==> config.mk <==
export PLATFORM = sky130hd
export DESIGN_NAME = xup_reduce_pipe
export DESIGN_NICKNAME = d
export VERILOG_FILES = /design/src/rtl/xup_reduce_pipe.sv
export SDC_FILE = /design/constraint.sdc
export NUM_CORES = 1
export LEC_CHECK = 0
export ABC_AREA = 1
export CORE_UTILIZATION = 35
export DETAILED_ROUTE_END_ITERATION = 16
export GPL_TIMING_DRIVEN = 1
export PLACE_DENSITY = 0.81
export SLEW_MARGIN = 20
export SYNTH_ARGS = -nofsm -noshare
export SYNTH_HDL_FRONTEND = slang
export SYNTH_SLANG_ARGS = --single-unit
==> constraint.sdc <==
create_clock -name clk -period 1.08 [get_ports clk]
set_input_delay 0.216 -clock clk [delete_from_list [all_inputs] [get_ports clk]]
set_output_delay 0.216 -clock clk [all_outputs]
set_load 0.02 [all_outputs]
==> src/rtl/xup_reduce_pipe.sv <==
// ---------------------------------------------------------------------------
// xup_reduce_pipe
//
// Purpose
//   Pipelined, parametrised successor to the fixed 6-input XUP NOR gate.
//   Each of CHANNELS independent WIDTH-bit input vectors is reduced to a
//   single bit with a run-time selectable function. Results travel through
//   a STAGES-deep registered pipeline with valid/ready handshakes on both
//   sides.
//
// Parameters
//   WIDTH     inputs per channel          (2..32, default 6)
//   CHANNELS  independent channels        (1..16, default 1)
//   STAGES    pipeline register stages    (1..4,  default 2)
//
// Ports
//   clk        in   1               rising-edge clock
//   reset      in   1               asynchronous assert, active-high reset
//   mode       in   3               function select, bound to the beat
//                                   000 AND, 001 NAND, 010 OR, 011 NOR,
//                                   100 XOR, 101 XNOR, 110/111 NOR
//   in_valid   in   1               input beat valid
//   in_ready   out  1               block accepts a beat this cycle
//   in_data    in   CHANNELS*WIDTH  channel c = in_data[c*WIDTH +: WIDTH]
//   out_valid  out  1               out_data valid (registered)
//   out_ready  in   1               downstream accepts out_data
//   out_data   out  CHANNELS        bit c = reduction of channel c
//   out_count  out  16              count of drained results
//
// Build option
//   XUP_REDUCE_COUNT_EN : when defined, out_count counts every
//   out_valid && out_ready handshake (wrapping 16-bit). When undefined the
//   port remains and is tied to zero; no counter is built.
// ---------------------------------------------------------------------------
module xup_reduce_pipe #(
  parameter int WIDTH    = 6,
  parameter int CHANNELS = 1,
  parameter int STAGES   = 2
) (
  input  logic                      clk,
  input  logic                      reset,
  input  logic [2:0]                mode,
  input  logic                      in_valid,
  output logic                      in_ready,
  input  logic [CHANNELS*WIDTH-1:0] in_data,
  output logic                      out_valid,
  input  logic                      out_ready,
  output logic [CHANNELS-1:0]       out_data,
  output logic [15:0]               out_count
);

  localparam logic [2:0] MODE_AND  = 3'b000;
  localparam logic [2:0] MODE_NAND = 3'b001;
  localparam logic [2:0] MODE_OR   = 3'b010;
  localparam logic [2:0] MODE_XOR  = 3'b100;
  localparam logic [2:0] MODE_XNOR = 3'b101;

  // Per-channel reduction. Anything not explicitly decoded (011, 110, 111)
  // falls through to NOR, which preserves the behaviour of the legacy gate.
  function automatic logic [CHANNELS-1:0] reduce_f(
    input logic [CHANNELS*WIDTH-1:0] d,
    input logic [2:0]                m
  );
    logic [CHANNELS-1:0] r;
    logic [WIDTH-1:0]    v;
    r = '0;
    for (int c = 0; c < CHANNELS; c++) begin
      v = d[c*WIDTH +: WIDTH];
      case (m)
        MODE_AND:  r[c] = &v;
        MODE_NAND: r[c] = ~&v;
        MODE_OR:   r[c] = |v;
        MODE_XOR:  r[c] = ^v;
        MODE_XNOR: r[c] = ~^v;
        default:   r[c] = ~|v;
      endcase
    end
    return r;
  endfunction

  logic [STAGES-1:0]   vld_q;
  logic [STAGES-1:0]   vld_d;
  logic [CHANNELS-1:0] data_q [STAGES];
  logic [CHANNELS-1:0] data_d [STAGES];
  logic [STAGES-1:0]   adv;
  logic                full;

  // Ready chain. A stage may advance when the output drains or when any
  // stage at or after it is empty; the running AND from the last stage
  // downward expresses "everything from here to the output is occupied".
  // Built this way so no bit of adv depends on another bit of adv.
  always_comb begin
    adv  = '0;
    full = 1'b1;
    for (int k = STAGES - 1; k >= 0; k--) begin
      full   = full & vld_q[k];
      adv[k] = out_ready | ~full;
    end
  end

  assign in_ready = adv[0];

  // Stage 0 captures the reduction; data is only loaded on a real accept,
  // so undriven in_data during idle cycles never reaches the registers.
  // Later stages shift forward whenever they are allowed to advance, which
  // lets bubbles close up even while the output is stalled.
  always_comb begin
    vld_d = vld_q;
    for (int k = 0; k < STAGES; k++) begin
      data_d[k] = data_q[k];
    end
    if (adv[0]) begin
      vld_d[0] = in_valid;
      if (in_valid) begin
        data_d[0] = reduce_f(in_data, mode);
      end
    end
    for (int k = 1; k < STAGES; k++) begin
      if (adv[k]) begin
        vld_d[k]  = vld_q[k-1];
        data_d[k] = data_q[k-1];
      end
    end
  end

  always_ff @(posedge clk or posedge reset) begin
    if (reset) begin
      vld_q <= '0;
      for (int k = 0; k < STAGES; k++) begin
        data_q[k] <= '0;
      end
    end else begin
      vld_q <= vld_d;
      for (int k = 0; k < STAGES; k++) begin
        data_q[k] <= data_d[k];
      end
    end
  end

  assign out_valid = vld_q[STAGES-1];
  assign out_data  = data_q[STAGES-1];

`ifdef XUP_REDUCE_COUNT_EN
  logic [15:0] count_q;
  logic [15:0] count_d;

  // Natural 16-bit wrap gives 0xFFFF -> 0x0000.
  always_comb begin
    count_d = count_q;
    if (out_valid && out_ready) begin
      count_d = count_q + 16'd1;
    end
  end

  always_ff @(posedge clk or posedge reset) begin
    if (reset) begin
      count_q <= 16'h0000;
    end else begin
      count_q <= count_d;
    end
  end

  assign out_count = count_q;
`else
  assign out_count = 16'h0000;
`endif

endmodule
==> run_results.csv, run 1 <==
group,metric,value,unit
cells_and_area,drive_above_1_share,0.440,
status,violations,"negative setup slack",
die,dieWidth,40.3,µm
cts,clockBufferDepth,2,
setup_path,crit_buf_inv,2,
synthesis,ys_types,15,
synthesis,ys_ff_latch,4,
placed_design,place.gp.congestion,0.698,
setup_path,crit_family,"flip-flops",
setup_path,crit_arrival,0.92,ns
grt,antenna_found_initial,0,
die,io_pins,32,
detailed_routing,ant_nets,0,
power,worst_ir_drop_vdd,316,µV
die,design.core.area,1330,µm²
synthesis,yosysMostFrequentCell,"nand2_1",
cts,cts_num_sinks,4,
setup_path,slowest_delay,0.40,ns
setup_path,crit_fanout,2,
synthesis,seq_area_frac_synth,0.195,
cts,clkTransAtPathRegs,0.05,ns
cells_and_area,fill_cells,158,
setup_path,critPathLaunchType,"register",
timing,skew,0.0138,ns
die,initial_core_util,0.385,
synthesis,ys_warn_count,0,
synthesis,synth_edf_count,0,
setup_path,path_cells,"inv_2 > nor2_4 > nand2_2 > buf_6",
timing,setup_viol,1,
timing,finalMaxSlewViolations,0,
worst_hold_path,hp-class,"in -> async",
detailed_routing,viasPerCell,4.03,
placed_design,dp_cells,111,
synthesis,synth_area,513,µm²
power,cellPowerDensity,960,nW/µm²
die,die-area,1620,µm²
detailed_routing,wl_per_cell,8.17,µm
placed_design,post-place-ws,-0.709,ns
synthesis,synth.area.top_cells,"buf_4, dfrtp_1, ha_1, nand2_1, inv_1",
synthesis,async_flop_share,1.00,
synthesis,synth_top_cells_by_count,"nand2_1, buf_4, inv_1, ha_1",
cells_and_area,syn_to_final_growth,44.4,%
power,p_leak,0.419,nW
grt,grt_max_degree,5,
status,status,"finished, violations left",
detailed_routing,drt-total-wl,939,µm
die,rows,13,
timing,finalHoldViolations,0,
synthesis,ys.flop_type,"dfrtp_1",
detailed_routing,drcViolationCount,0,
setup_path,worst_ep_required_time,0.86,ns
cts,htreeDepth,1,
detailed_routing,drt_iter0_drc,4,
cts,cts_tree,"built",
setup_path,worst-setup-path-type,"reg -> out",
grt,grt_usage,0.151,
grt,grt.overflow.total,0,
placed_design,io_buffers,15,
cells_and_area,fin_cells,115,
timing,finalSetupTns,-0.0589,ns
cells_and_area,num_antenna_cells,0,
setup_path,endpoint_kind,"output port",
cts,numCtsBuffers,3,
cells_and_area,fin_nets,120,
cts,clkLatencyLatePin,0.25,ns
placed_design,dp_hpwl,812,µm
timing,rsz0062_at_grt,"yes",
timing,period_share,1.05,
setup_path,cp_slowest_cell,"dfrtp_2",
detailed_routing,vias,463,
synthesis,syn_avg_cell_area,6.66,µm²
grt,grt_pass1_wl,1570,µm
synthesis,synthCells,77,
timing,period_minus_slack,1.14,ns
timing,layout_setup_ws,-0.0589,ns
run,cap_violations,0,
power,p_total,0.711,mW
timing,fmax,878,MHz
synthesis,netlist.top_cell.by_area,"buf_4",
setup_path,cp_num_cells,4,
setup_path,reg2regPathDepth,4,
detailed_routing,dr.pass1.iters,4,
cts,cts_root_buf,"clkbuf_4",
die,chipHeight,40.3,µm
synthesis,synth_top_area_share,0.234,
grt,grt_pass1_vias,415,
cts,cts_setup_buffers,0,
-- sequential cells by signal, indices dropped and copies added, names as in the netlist --
name and cells:
vld_q 2, data_q 1, out_data 1
-- cell type report --
| type | count | area (µm²) | area share |
|---|---|---|---|
| Tap cell | 15 | 18.8 | 0.0253 |
| Timing Repair Buffer | 20 | 165 | 0.223 |
| Clock buffer | 4 | 26.3 | 0.0355 |
| Inverter | 16 | 77.6 | 0.105 |
| Sequential cell | 4 | 101 | 0.137 |
| Multi-Input combinational cell | 56 | 352 | 0.475 |
-- stage by stage --
stage / area [µm²] / utilization / hold WS [ns]
floorplan: 618 / - / -0.0180
global placement: 704 / 0.528 / 0.409
detailed placement: 704 / 0.528 / 0.414
CTS: 721 / 0.540 / 0.150
global route: 741 / 0.555 / 0.166
finish: 741 / 0.555 / 0.156
-- layout by cell type, fill, tap and decap left out, types with 2 or more instances in the layout --
cell type,count
inv_2,7
buf_2,2
nand2_2,5
ha_4,3
ha_1,3
buf_6,4
clkbuf_2,2
nand3_1,3
dfrtp_1,3
nand2_1,15
clkdlybuf4s50_1,2
clkbuf_4,3
dlygate4sd2_1,4
inv_4,2
conb_1,16
buf_4,6
inv_1,5
nor2_1,4
-- worst paths after layout --
kind,slack (ns),endpoint,from
setup / recovery,-0.06,in_ready,vld_q[1]
hold / removal,0.16,out_data,reset
setup reg to reg,0.06,out_data,vld_q[1]
hold reg to reg,0.47,data_q[1],data_q[1]
max in group asynchronous,0.75,vld_q[0],reset
min in group clk,0.47,data_q[1],data_q[1]
-- what timing repair did --
action,4_1_cts,5_1_grt
resized for setup,45,13
pin swaps,4,4
hold buffers,0,0
endpoints found under the setup margin,4,3
-- routing by layer --
metal / global-route usage / vias to the layer above / part of all wire
met3: 0.0333 / 0 / 0.064
met1: 0.135 / 206 / 0.37
met2: 0.294 / 18 / 0.57
li1: - / 239 / -
met4: 0.100 / 0 / 0
met5: 0 / - / 0
-- power by group --
part / internal, mW / switching [mW]
sequential: 0.177 / 0.0131
clock: 0.139 / 0.0708
combinational: 0.129 / 0.183
-- cell families after synthesis --
logic type               after synthesis  share of synthesized area
adder cells (fa/ha/maj)                6                      0.146
other                                  1                    0.00731
buffers and inverters                 32                      0.351
AO/OA/AOI/OAI                          3                     0.0366
multiplexers                           1                     0.0219
flip-flops                             4                      0.195
AND/OR/NAND/NOR                       30                      0.241
(Power assumes the default switching activity.)
==> run 2, diff against run 1 <==
Settings changed: CTS_CLUSTER_SIZE from default to 8.
==> results of run 2 <==
The final DEF is identical to that of run 1; final timing and power are the same.
